[config.mk]
export PLATFORM = sky130hd
export DESIGN_NAME = vector_sequencing_control_unit
export DESIGN_NICKNAME = d
export VERILOG_FILES = /design/src/rtl/tessia_ctrl_pkg.sv /design/src/rtl/alu_decoder.sv /design/src/rtl/vector_sequencing_control_unit.sv
export SDC_FILE = /design/constraint.sdc
export NUM_CORES = 1
export LEC_CHECK = 0
export ABC_AREA = 1
export BUFFER_PORTS_ARGS = -buffer_cell sky130_fd_sc_hd__buf_2
export CAP_MARGIN = 40
export CORE_ASPECT_RATIO = 1.1
export CORE_MARGIN = 5
export CORE_UTILIZATION = 31
export CTS_BUF_LIST = sky130_fd_sc_hd__clkbuf_4 sky130_fd_sc_hd__clkbuf_8 sky130_fd_sc_hd__clkbuf_16
export DETAILED_ROUTE_END_ITERATION = 10
export GPL_TIMING_DRIVEN = 0
export SLEW_MARGIN = 20
export SYNTH_ARGS = -nofsm -noshare
export SYNTH_HDL_FRONTEND = slang
export SYNTH_HIERARCHICAL = 1
export SYNTH_SLANG_ARGS = --single-unit
[constraint.sdc]
create_clock -name clk -period 3.43 [get_ports clk]
set_clock_uncertainty 0.05 [all_clocks]
set_input_delay 0.1715 -clock clk [delete_from_list [all_inputs] [get_ports clk]]
set_output_delay 0.1715 -clock clk [all_outputs]
set_load 0.01 [all_outputs]
[src/rtl/tessia_ctrl_pkg.sv]
// Shared encodings for the TessiaX64 decode-stage control unit: instruction
// classes, vector subclasses, ALU control codes and Funct[4:1] opcodes.
package tessia_ctrl_pkg;

  typedef enum logic [1:0] {
    OP_DP  = 2'b00,
    OP_MEM = 2'b01,
    OP_BR  = 2'b10,
    OP_VEC = 2'b11
  } op_e;

  typedef enum logic [1:0] {
    VOP_DP   = 2'b00,
    VOP_MEM  = 2'b01,
    VOP_RSV2 = 2'b10,
    VOP_RSV3 = 2'b11
  } vop_e;

  typedef enum logic [3:0] {
    ALU_ADD = 4'b0000,
    ALU_SUB = 4'b0001,
    ALU_MUL = 4'b0010,
    ALU_ORR = 4'b0011,
    ALU_MOV = 4'b0110
  } alu_ctrl_e;

  typedef enum logic {
    SEQ_IDLE,
    SEQ_BURST
  } seq_state_e;

  localparam logic [3:0] FN_ADD = 4'b0100;
  localparam logic [3:0] FN_SUB = 4'b0010;
  localparam logic [3:0] FN_MUL = 4'b0000;
  localparam logic [3:0] FN_ORR = 4'b1100;
  localparam logic [3:0] FN_MOV = 4'b1101;
  localparam logic [3:0] FN_CMP = 4'b1010;

  // All ones; truncated to the register-address width at the point of use.
  localparam logic [31:0] PC_REG_IDX = '1;

endpackage

[src/rtl/alu_decoder.sv]
// Funct[4:1] to ALU control mapping shared by scalar and vector paths.
// Vector MUL is only legal when VEC_MUL_EN is defined.
module alu_decoder
  import tessia_ctrl_pkg::*;
(
  input  logic [3:0] funct_op,
  input  logic       is_vector,
  output logic [3:0] alu_ctrl,
  output logic       no_write,
  output logic       illegal
);

`ifdef VEC_MUL_EN
  logic unused_is_vector;
  assign unused_is_vector = is_vector;
`endif

  always_comb begin
    alu_ctrl = ALU_ADD;
    no_write = 1'b0;
    illegal  = 1'b0;
    unique case (funct_op)
      FN_ADD: alu_ctrl = ALU_ADD;
      FN_SUB: alu_ctrl = ALU_SUB;
      FN_ORR: alu_ctrl = ALU_ORR;
      FN_MOV: alu_ctrl = ALU_MOV;
      FN_CMP: begin
        alu_ctrl = ALU_SUB;
        no_write = 1'b1;
      end
      FN_MUL: begin
        alu_ctrl = ALU_MUL;
`ifndef VEC_MUL_EN
        if (is_vector) begin
          alu_ctrl = ALU_ADD;
          illegal  = 1'b1;
        end
`endif
      end
      default: illegal = 1'b1;
    endcase
  end

endmodule

[src/rtl/vector_sequencing_control_unit.sv]
// Decode-stage control unit with a beat sequencer for multi-beat vector ops.
// VEC_MUL_EN (see alu_decoder) enables vector MUL.
module vector_sequencing_control_unit
  import tessia_ctrl_pkg::*;
#(
  parameter  int unsigned VEC_LANES  = 4,
  parameter  int unsigned ALU_LANES  = 2,
  parameter  int unsigned REG_ADDR_W = 5,
  localparam int unsigned BEATS      = VEC_LANES / ALU_LANES,
  localparam int unsigned BEAT_W     = (BEATS > 1) ? $clog2(BEATS) : 1
) (
  input  logic                  clk,
  input  logic                  reset,
  input  logic                  InstrValidD,
  input  logic                  FlushD,
  input  logic [1:0]            Op,
  input  logic [1:0]            VectorOp,
  input  logic [5:0]            Funct,
  input  logic [REG_ADDR_W-1:0] Rd,
  output logic                  PCSrcD,
  output logic                  RegWriteD,
  output logic                  VectorRegWriteD,
  output logic                  VectorMemWriteD,
  output logic                  MemToRegD,
  output logic                  MemWriteD,
  output logic                  BranchD,
  output logic                  ALUSrcD,
  output logic                  NoWrite,
  output logic [1:0]            ImmSrcD,
  output logic [1:0]            RegSrcD,
  output logic [3:0]            ALUControlD,
  output logic                  IllegalD,
  output logic                  StallSeqD,
  output logic [BEAT_W-1:0]     VecBeatD,
  output logic                  VecLastD
);

  localparam logic [BEAT_W-1:0]     LAST_BEAT = BEAT_W'(BEATS - 1);
  localparam logic [REG_ADDR_W-1:0] PC_REG    = REG_ADDR_W'(PC_REG_IDX);

  op_e  op;
  vop_e vop;
  logic active;
  assign op     = op_e'(Op);
  assign vop    = vop_e'(VectorOp);
  assign active = InstrValidD & ~FlushD & ~reset;

  logic       reg_w, vreg_w, vmem_w, mem2reg, mem_w, br, alu_src;
  logic [1:0] imm_src, reg_src;
  logic       use_alu_dec, is_vec, class_ill;
  logic [3:0] dec_ctrl, non_dp_ctrl;
  logic       dec_nowrite, dec_ill, illegal, legal;

  alu_decoder u_alu_decoder (
    .funct_op  (Funct[4:1]),
    .is_vector (is_vec),
    .alu_ctrl  (dec_ctrl),
    .no_write  (dec_nowrite),
    .illegal   (dec_ill)
  );

  always_comb begin
    reg_w       = 1'b0;
    vreg_w      = 1'b0;
    vmem_w      = 1'b0;
    mem2reg     = 1'b0;
    mem_w       = 1'b0;
    br          = 1'b0;
    alu_src     = 1'b0;
    imm_src     = 2'b00;
    reg_src     = 2'b00;
    use_alu_dec = 1'b0;
    is_vec      = 1'b0;
    class_ill   = 1'b0;
    unique case (op)
      OP_DP: begin
        reg_w       = 1'b1;
        alu_src     = Funct[5];
        use_alu_dec = 1'b1;
      end
      OP_MEM: begin
        alu_src = 1'b1;
        imm_src = 2'b01;
        if (Funct[0]) begin
          reg_w   = 1'b1;
          mem2reg = 1'b1;
        end else begin
          mem_w   = 1'b1;
          reg_src = 2'b10;
        end
      end
      OP_BR: begin
        br      = 1'b1;
        alu_src = 1'b1;
        imm_src = 2'b10;
        reg_src = 2'b01;
      end
      OP_VEC: begin
        is_vec = 1'b1;
        unique case (vop)
          VOP_DP: begin
            vreg_w      = 1'b1;
            alu_src     = Funct[5];
            use_alu_dec = 1'b1;
          end
          VOP_MEM: begin
            alu_src = 1'b1;
            imm_src = 2'b01;
            if (Funct[0]) begin
              vreg_w  = 1'b1;
              mem2reg = 1'b1;
            end else begin
              vmem_w  = 1'b1;
              reg_src = 2'b10;
            end
          end
          default: class_ill = 1'b1;
        endcase
      end
    endcase
  end

  assign non_dp_ctrl = Funct[5] ? ALU_ADD : ALU_SUB;
  assign illegal     = class_ill | (use_alu_dec & dec_ill);
  assign legal       = ~illegal;

  seq_state_e        state_q, state_d;
  logic [BEAT_W-1:0] cnt_q, cnt_d;
  logic              seq_last, seq_stall;
  logic              vec_ok;

  assign vec_ok = active & is_vec & legal;

  // Decode sees the held instruction throughout a burst, so the burst only
  // advances on cycles where that instruction is actually active.
  always_comb begin
    state_d   = state_q;
    cnt_d     = cnt_q;
    seq_last  = 1'b0;
    seq_stall = 1'b0;
    unique case (state_q)
      SEQ_IDLE: begin
        if (vec_ok) begin
          if (BEATS == 1) begin
            seq_last = 1'b1;
          end else begin
            seq_stall = 1'b1;
            state_d   = SEQ_BURST;
            cnt_d     = BEAT_W'(1);
          end
        end
      end
      SEQ_BURST: begin
        if (active) begin
          if (cnt_q == LAST_BEAT) begin
            seq_last = 1'b1;
            state_d  = SEQ_IDLE;
            cnt_d    = '0;
          end else begin
            seq_stall = 1'b1;
            cnt_d     = cnt_q + BEAT_W'(1);
          end
        end
      end
    endcase
    if (FlushD | reset) begin
      state_d = SEQ_IDLE;
      cnt_d   = '0;
    end
  end

  always_ff @(posedge clk) begin
    if (reset) begin
      state_q <= SEQ_IDLE;
      cnt_q   <= '0;
    end else begin
      state_q <= state_d;
      cnt_q   <= cnt_d;
    end
  end

  logic ok;
  assign ok = active & legal;

  assign RegWriteD       = ok & reg_w;
  assign VectorRegWriteD = ok & vreg_w;
  assign VectorMemWriteD = ok & vmem_w;
  assign MemWriteD       = ok & mem_w;
  assign BranchD         = ok & br;
  assign MemToRegD       = ok & mem2reg;
  assign ALUSrcD         = ok & alu_src;
  assign NoWrite         = ok & use_alu_dec & dec_nowrite;
  assign ImmSrcD         = ok ? imm_src : 2'b00;
  assign RegSrcD         = ok ? reg_src : 2'b00;
  assign ALUControlD     = ok ? (use_alu_dec ? dec_ctrl : non_dp_ctrl) : 4'b0000;
  assign PCSrcD          = ((Rd == PC_REG) & RegWriteD) | BranchD;
  assign IllegalD        = active & illegal;
  assign StallSeqD       = active & seq_stall;
  assign VecLastD        = active & seq_last;
  assign VecBeatD        = (active && state_q == SEQ_BURST) ? cnt_q : '0;

endmodule

==> results.yml, run 1 <==
floorplan:
  num_rows: 16
  core-area_um2: 1800
  initial_core_util: 0.331
  die_x_um: 51.8
  ioPinCount: 40
  dieArea_um2: 2900
  die_h_um: 56.0
worst_setup_path:
  critPathArrivalTime_ns: 1.52
  rr_endpoint: "cnt_q"
  cp_cell_sequence: "buf_2 -> ha_1 -> nand3b_1 -> nand2_1 -> inv_1 -> nand3_2 -> nand2_2 -> inv_4 -> nand3_1 -> inv_1 -> buf_4 -> buf_2"
  cp.required_ns: 3.21
  rr_startpoint: "state_q"
  max_stage_delay_ns: 0.26
  endpoint_kind: "output pin"
  rrSetupSlack_ns: 2.56
  crit_path_top_delay_cell: "ha_1"
  critical_path.top_delay_family: "buffers and inverters"
  worstPathMaxFanout: 6
  crit_buf_inv: 6
  crit_path_start_kind: "primary input"
  r2r_cells: 5
  critical_path_class: "in -> out"
  crit_cells: 12
synth:
  ys_seq_elements: 2
  yosysWarnings: 6
  synth.top_cell.area_share: 0.132
  ys.flop_type: "dfxtp_1"
  yosysMostFrequentCell: "inv_1"
  ys_top_cells_by_count: "21 x inv_1, 19 x nor2_1, 18 x nand2_1"
  avgSynthCellArea_um2: 5.58
  yosys-top-cells-area: "inv_1 13%, nor2_1 12%, nand2_1 11%, ha_1 10%, dfxtp_1 6.7%"
  synth_fp_nets: 131
  synth-edff-count: 0
  ys_seq_area_frac: 0.0671
  synth_cell_types: 23
  synth_top_cell_by_area: "inv_1"
  syn_area_um2: 597
  synth_cells: 107
  postSynth.asyncResetShare: 0
drt:
  via_per_inst: 4.51
  dr.pass1.iters: 4
  route.detailed.drc: 0
  drt-initial-drc-count: 3
  totalWireLength_mm: 1.55
  vias: 749
  drtAntennaViolNets: 0
  wl_per_cell_um: 9.34
timing:
  setup_viol: 0
  hold_viol: 0
  drv_slew: 0
  tns_ns: 0
  max_freq_mhz: 576
  fin_crit_ns: 1.74
  fin_crit_sh: 0.506
  rsz0062_at_grt: "no"
layout:
  final_nets: 174
  final_util: 0.462
  final_cell_area_um2: 832
  antenna_cells: 0
  drive_above_1_share: 0.412
  area_growth_pct: 39.4
grt:
  grt_max_degree: 9
  antenna_found_initial: 0
  grt_pass1_vias: 650
  grtUsageTotal: 0.110
  grt_pass1_wl_mm: 2.52
  grt_overflow: 0
min_path:
  hold_start: "reset"
  worstHoldEndpoint: "state_q"
  hold_depth: 4
  hp-class: "in -> reg"
clocking:
  htreeDepth: 1
  cts.path.max_buffers: 2
  cts_resized: 0
  path_clk_slew_ns: 0.03
  postCtsHoldBufs: 0
  cts-root-buf: "clkbuf_4"
  cts.sinks: 2
  cts_tree: "built"
  clock_latency_ns: 0.23
  cts_buffers: 3
  cts_setup_buffers: 0
place:
  place_congestion: 0.791
  dpl-instance-area_um2: 810
  io_buffers: 38
  dp_hpwl_mm: 1.35
power:
  leakagePower_nw: 0.521
  cellPowerDensity_nw_per_um2: 164
  power_mw: 0.136
  ir_worst_vdd_v: 0.000246
run:
  maxCapViolCount: 0
status:
  status: "finished clean"
metal layers:
metal  global-route usage  vias up  wire [um]
li1                     -      408          -
met5                    0        -          0
met4               0.0562        0         26
met3               0.0188        4         97
met2                0.187       20        784
met1                0.128      317        643
layout by cell type (no fill, tap or decap), drive strengths merged:
| master | synthesis | layout |
|---|---|---|
| buf | 3 | 41 |
| inv | 24 | 24 |
| nand2 | 23 | 23 |
| nor2 | 20 | 20 |
| nand3 | 9 | 9 |
| a21oi | 7 | 7 |
| o21ai | 6 | 6 |
| ha | 5 | 5 |
| nand3b | 3 | 3 |
| clkbuf | 0 | 3 |
| dfxtp | 2 | 2 |
| nand4 | 2 | 2 |
| a21o | 1 | 1 |
| nor3 | 1 | 1 |
| conb | 1 | 1 |
worst register-to-register path, cell delays in order (launching register included):
cell	delay, ns
dfxtp_1	0.32
nor2_1	0.10
nand4_1	0.15
nand3_1	0.10
nand2_1	0.05
inv_1	0.04
how the worst max path moves through the flow:
stage                       endpoint  start  slack, ns
after floorplan           ImmSrcD[1]  Op[0]       1.98
after global placement    RegSrcD[0]  Op[0]       1.71
after detailed placement  ImmSrcD[1]  Op[0]       1.69
after CTS                 ImmSrcD[1]  Op[0]       1.68
after global routing      ImmSrcD[1]  Op[0]       1.55
final                     ImmSrcD[1]  Op[0]       1.69
where the power goes:
group	leakage, nW	total, mW	switching (mW)	internal, mW
registers	0.0161	0.0238	0.000109	0.0236
clock network	0.0138	0.0521	0.0135	0.0386
logic	0.491	0.0604	0.0367	0.0237
kinds of logic after synthesis:
logic type | share of synthesized area
simple gates | 0.482
buf+inv | 0.193
compound gates | 0.147
fa+ha+maj | 0.105
flops | 0.0671
other cells | 0.00628
per-stage QoR:
step | hold slack (ns) | instances | setup slack, ns
global placement | 0.386 | 163 | 1.71
finish | 0.153 | 166 | 1.69
detailed placement | 0.388 | 163 | 1.69
CTS | 0.147 | 166 | 1.68
global route | 0.158 | 166 | 1.55
floorplan | 0.288 | 107 | 1.98
sequential cells by signal (all words and copies together) (netlist names):
name     flops
cnt_q        1
state_q      1
layout make-up:
| class | count | area, um2 |
|---|---|---|
| inverter | 24 | 92.6 |
| sequential | 2 | 40.0 |
| timing repair buffer | 38 | 190 |
| fill | 205 | 970 |
| buffer | 3 | 22.5 |
| clock buffer | 3 | 22.5 |
| multi-input combinational | 78 | 442 |
| tap | 18 | 22.5 |
Note: power is estimated with default switching activity, not from simulation.
==> run 2: changes to the inputs <==
- ABC_AREA: 1 -> 0
- clock period: 3.43 -> 1.72 ns (I/O delays scaled with it)
==> run 2 against run 1 <==
  * Register-to-register slack got worse by 1.7 ns
  * Count of clock-buffer cells in the layout unchanged
  * Area after synthesis is 7.3% lower
  * Non-clock buffer count increased by 8
  * Routed wire length up 13%
  * Cell count shrank 9.0%
  * Total power is 120% higher
  * Setup slack worse by 1.7 ns
  * Synthesized cell count fell by 21%
  * Flip-flop and latch count stayed put
  * First-iteration DRC count decreased by 100%
  * Critical endpoint is now RegSrcD[1]
  * Largest power group unchanged
==> results.yml, run 2 <==
floorplan:
  num_rows: 16
  die_x_um: 50.3
  ioPinCount: 40
  core-area_um2: 1740
  die_h_um: 54.3
  dieArea_um2: 2730
  initial_core_util: 0.318
synth:
  avgSynthCellArea_um2: 6.51
  synth.top_cell.area_share: 0.122
  ys_seq_elements: 2
  synth-edff-count: 0
  postSynth.asyncResetShare: 0
  yosys-top-cells-area: "nor2_1 12%, ha_1 11%, nand2_1 7.5%, dfxtp_1 7.2%, a21oi_1 5.4%"
  yosysMostFrequentCell: "nor2_1"
  synth_cell_types: 31
  synth_cells: 85
  ys.flop_type: "dfxtp_1"
  ys_seq_area_frac: 0.0724
  ys_top_cells_by_count: "18 x nor2_1, 11 x nand2_1, 7 x inv_1"
  yosysWarnings: 6
  synth_fp_nets: 109
  syn_area_um2: 553
  synth_top_cell_by_area: "nor2_1"
drt:
  wl_per_cell_um: 11.6
  via_per_inst: 4.82
  route.detailed.drc: 0
  drt-initial-drc-count: 0
  drtAntennaViolNets: 0
  dr.pass1.iters: 1
  vias: 728
  totalWireLength_mm: 1.76
layout:
  area_growth_pct: 70.6
  antenna_cells: 0
  final_nets: 159
  largestRegisters: "cnt_q: 1 flops, state_q: 1 flops"
  final_cell_area_um2: 943
  layout_common_cells: "35 x buf_2, 16 x nor2_1, 11 x nand2_1"
  final_common_cell: "buf_2"
  drive_above_1_share: 0.496
clocking:
  cts_buffers: 3
  cts-root-buf: "clkbuf_4"
  cts_tree: "built"
  path_clk_slew_ns: 0.03
  postCtsHoldBufs: 0
  htreeDepth: 1
  cts.sinks: 2
  clock_latency_ns: 0.22
  cts.path.max_buffers: 2
timing:
  hold_viol: 0
  drv_slew: 0
  max_freq_mhz: 585
  rsz0062_at_grt: "yes"
  setup_viol: 0
  fin_ws_ns: 0.0115
  fin_crit_ns: 1.71
  fin_crit_sh: 0.993
  tns_ns: 0
worst_setup_path:
  crit_path_start_kind: "primary input"
  cp_cell_sequence: "buf_8 -> ha_4 -> o21ba_4 -> o21ai_2 -> o21ai_1 -> nor2b_4 -> o21ai_4 -> nand4_4 -> nor4_1 -> buf_2"
  critical_path_class: "in -> out"
  crit_path_top_delay_cell: "nor4_1"
  worstPathMaxFanout: 6
  rrSetupSlack_ns: 0.87
  cp.required_ns: 1.58
  crit_buf_inv: 2
  critical_path.top_delay_family: "simple AND/OR/NAND/NOR gates"
  crit_path_start: "Op[0]"
  endpoint_kind: "output pin"
  max_stage_delay_ns: 0.31
  critPathArrivalTime_ns: 1.57
  rr_startpoint: "state_q"
place:
  place_congestion: 0.699
  dpl_worst_slack_ns: -0.227
  dp_hpwl_mm: 1.29
  dpl-instance-area_um2: 768
  io_buffers: 38
min_path:
  hp-class: "in -> reg"
  hold_start: "reset"
power:
  leakagePower_nw: 0.479
  power_mw: 0.302
  ir_worst_vdd_v: 0.000390
  cellPowerDensity_nw_per_um2: 320
grt:
  antenna_found_initial: 0
  grt_pass1_wl_mm: 2.84
  grt_max_degree: 8
  grtUsageTotal: 0.127
  grt_overflow: 0
  grt_pass1_vias: 704
status:
  status: "finished clean"
run:
  maxCapViolCount: 0
==> run 2: cell count changes after synthesis, moves of 2 or more <==
cell	delta
nor2b_1	+2
a21oi_1	+3
nand3_1	-5
inv_2	-2
nor3_1	+2
nand3b_1	-3
a21oi_2	-3
nor3b_1	+3
mux2_2	+2
nand3_2	-2
nand2_1	-7
inv_1	-14
nand2_2	-4
==> run 2: cell families (layout without fill, tap and decap cells) <==
group / after synthesis / count (layout) / share of synthesized area
muxes: 3 / 3 / 0.0588
AOI/OAI and AO/OA: 19 / 19 / 0.244
adders and majority gates: 5 / 5 / 0.113
and+or+nand+nor: 44 / 44 / 0.396
buffers and inverters: 11 / 59 / 0.109
DFF: 2 / 2 / 0.0724
other: 1 / 1 / 0.00678
==> run 2: repair_timing <==
action | 4_1_cts | 5_1_grt
setup buffers | 2 | 4
pin swaps | 3 | 6
endpoints found under the setup margin | 17 | 17
gates cloned | 1 | 0
gates resized for setup | 19 | 6
==> run 2: per-layer routing <==
metal	part of all wire	global-route usage	vias to the layer above
met5	0	0	-
met1	0.38	0.139	325
met4	0	0.0131	0
li1	-	-	389
met3	0.060	0.0354	0
met2	0.56	0.251	14
==> run 2: final timing paths <==
path	cells past startpoint	to
max	10	RegSrcD[1]
max reg2reg	3	cnt_q
min reg2reg	2	cnt_q
min	3	state_q
==> run 2: report_power, final <==
part,total (mW),switching [mW],internal (mW)
Sequential,0.0483,0.000867,0.0474
Clock,0.0994,0.0227,0.0766
Combinational,0.154,0.0780,0.0761
Total,0.302,0.102,0.200
==> run 2: stage by stage <==
step / util / hold slack (ns) / cells
2_1_floorplan: - / 0.171 / 85
3_3_place_gp: 0.441 / 0.373 / 141
3_5_place_dp: 0.441 / 0.384 / 141
4_1_cts: 0.509 / 0.150 / 147
5_1_grt: 0.542 / 0.164 / 151
6_report: 0.542 / 0.167 / 151
==> run 2: final cells by class <==
class,instances,area (um2)
inverters,7,26.3
fillers,182,798
well taps,18,22.5
multi-input cells,72,514
repair buffers,45,277
plain buffers,4,41.3
flip-flops and latches,2,40.0
clock buffers,3,22.5
==> run 2: worst reg2reg max path, cell delays in order (launching register included) <==
cell	delay [ns]
dfxtp_1	0.40
nand3_1	0.13
o211ai_1	0.10
a21oi_1	0.05
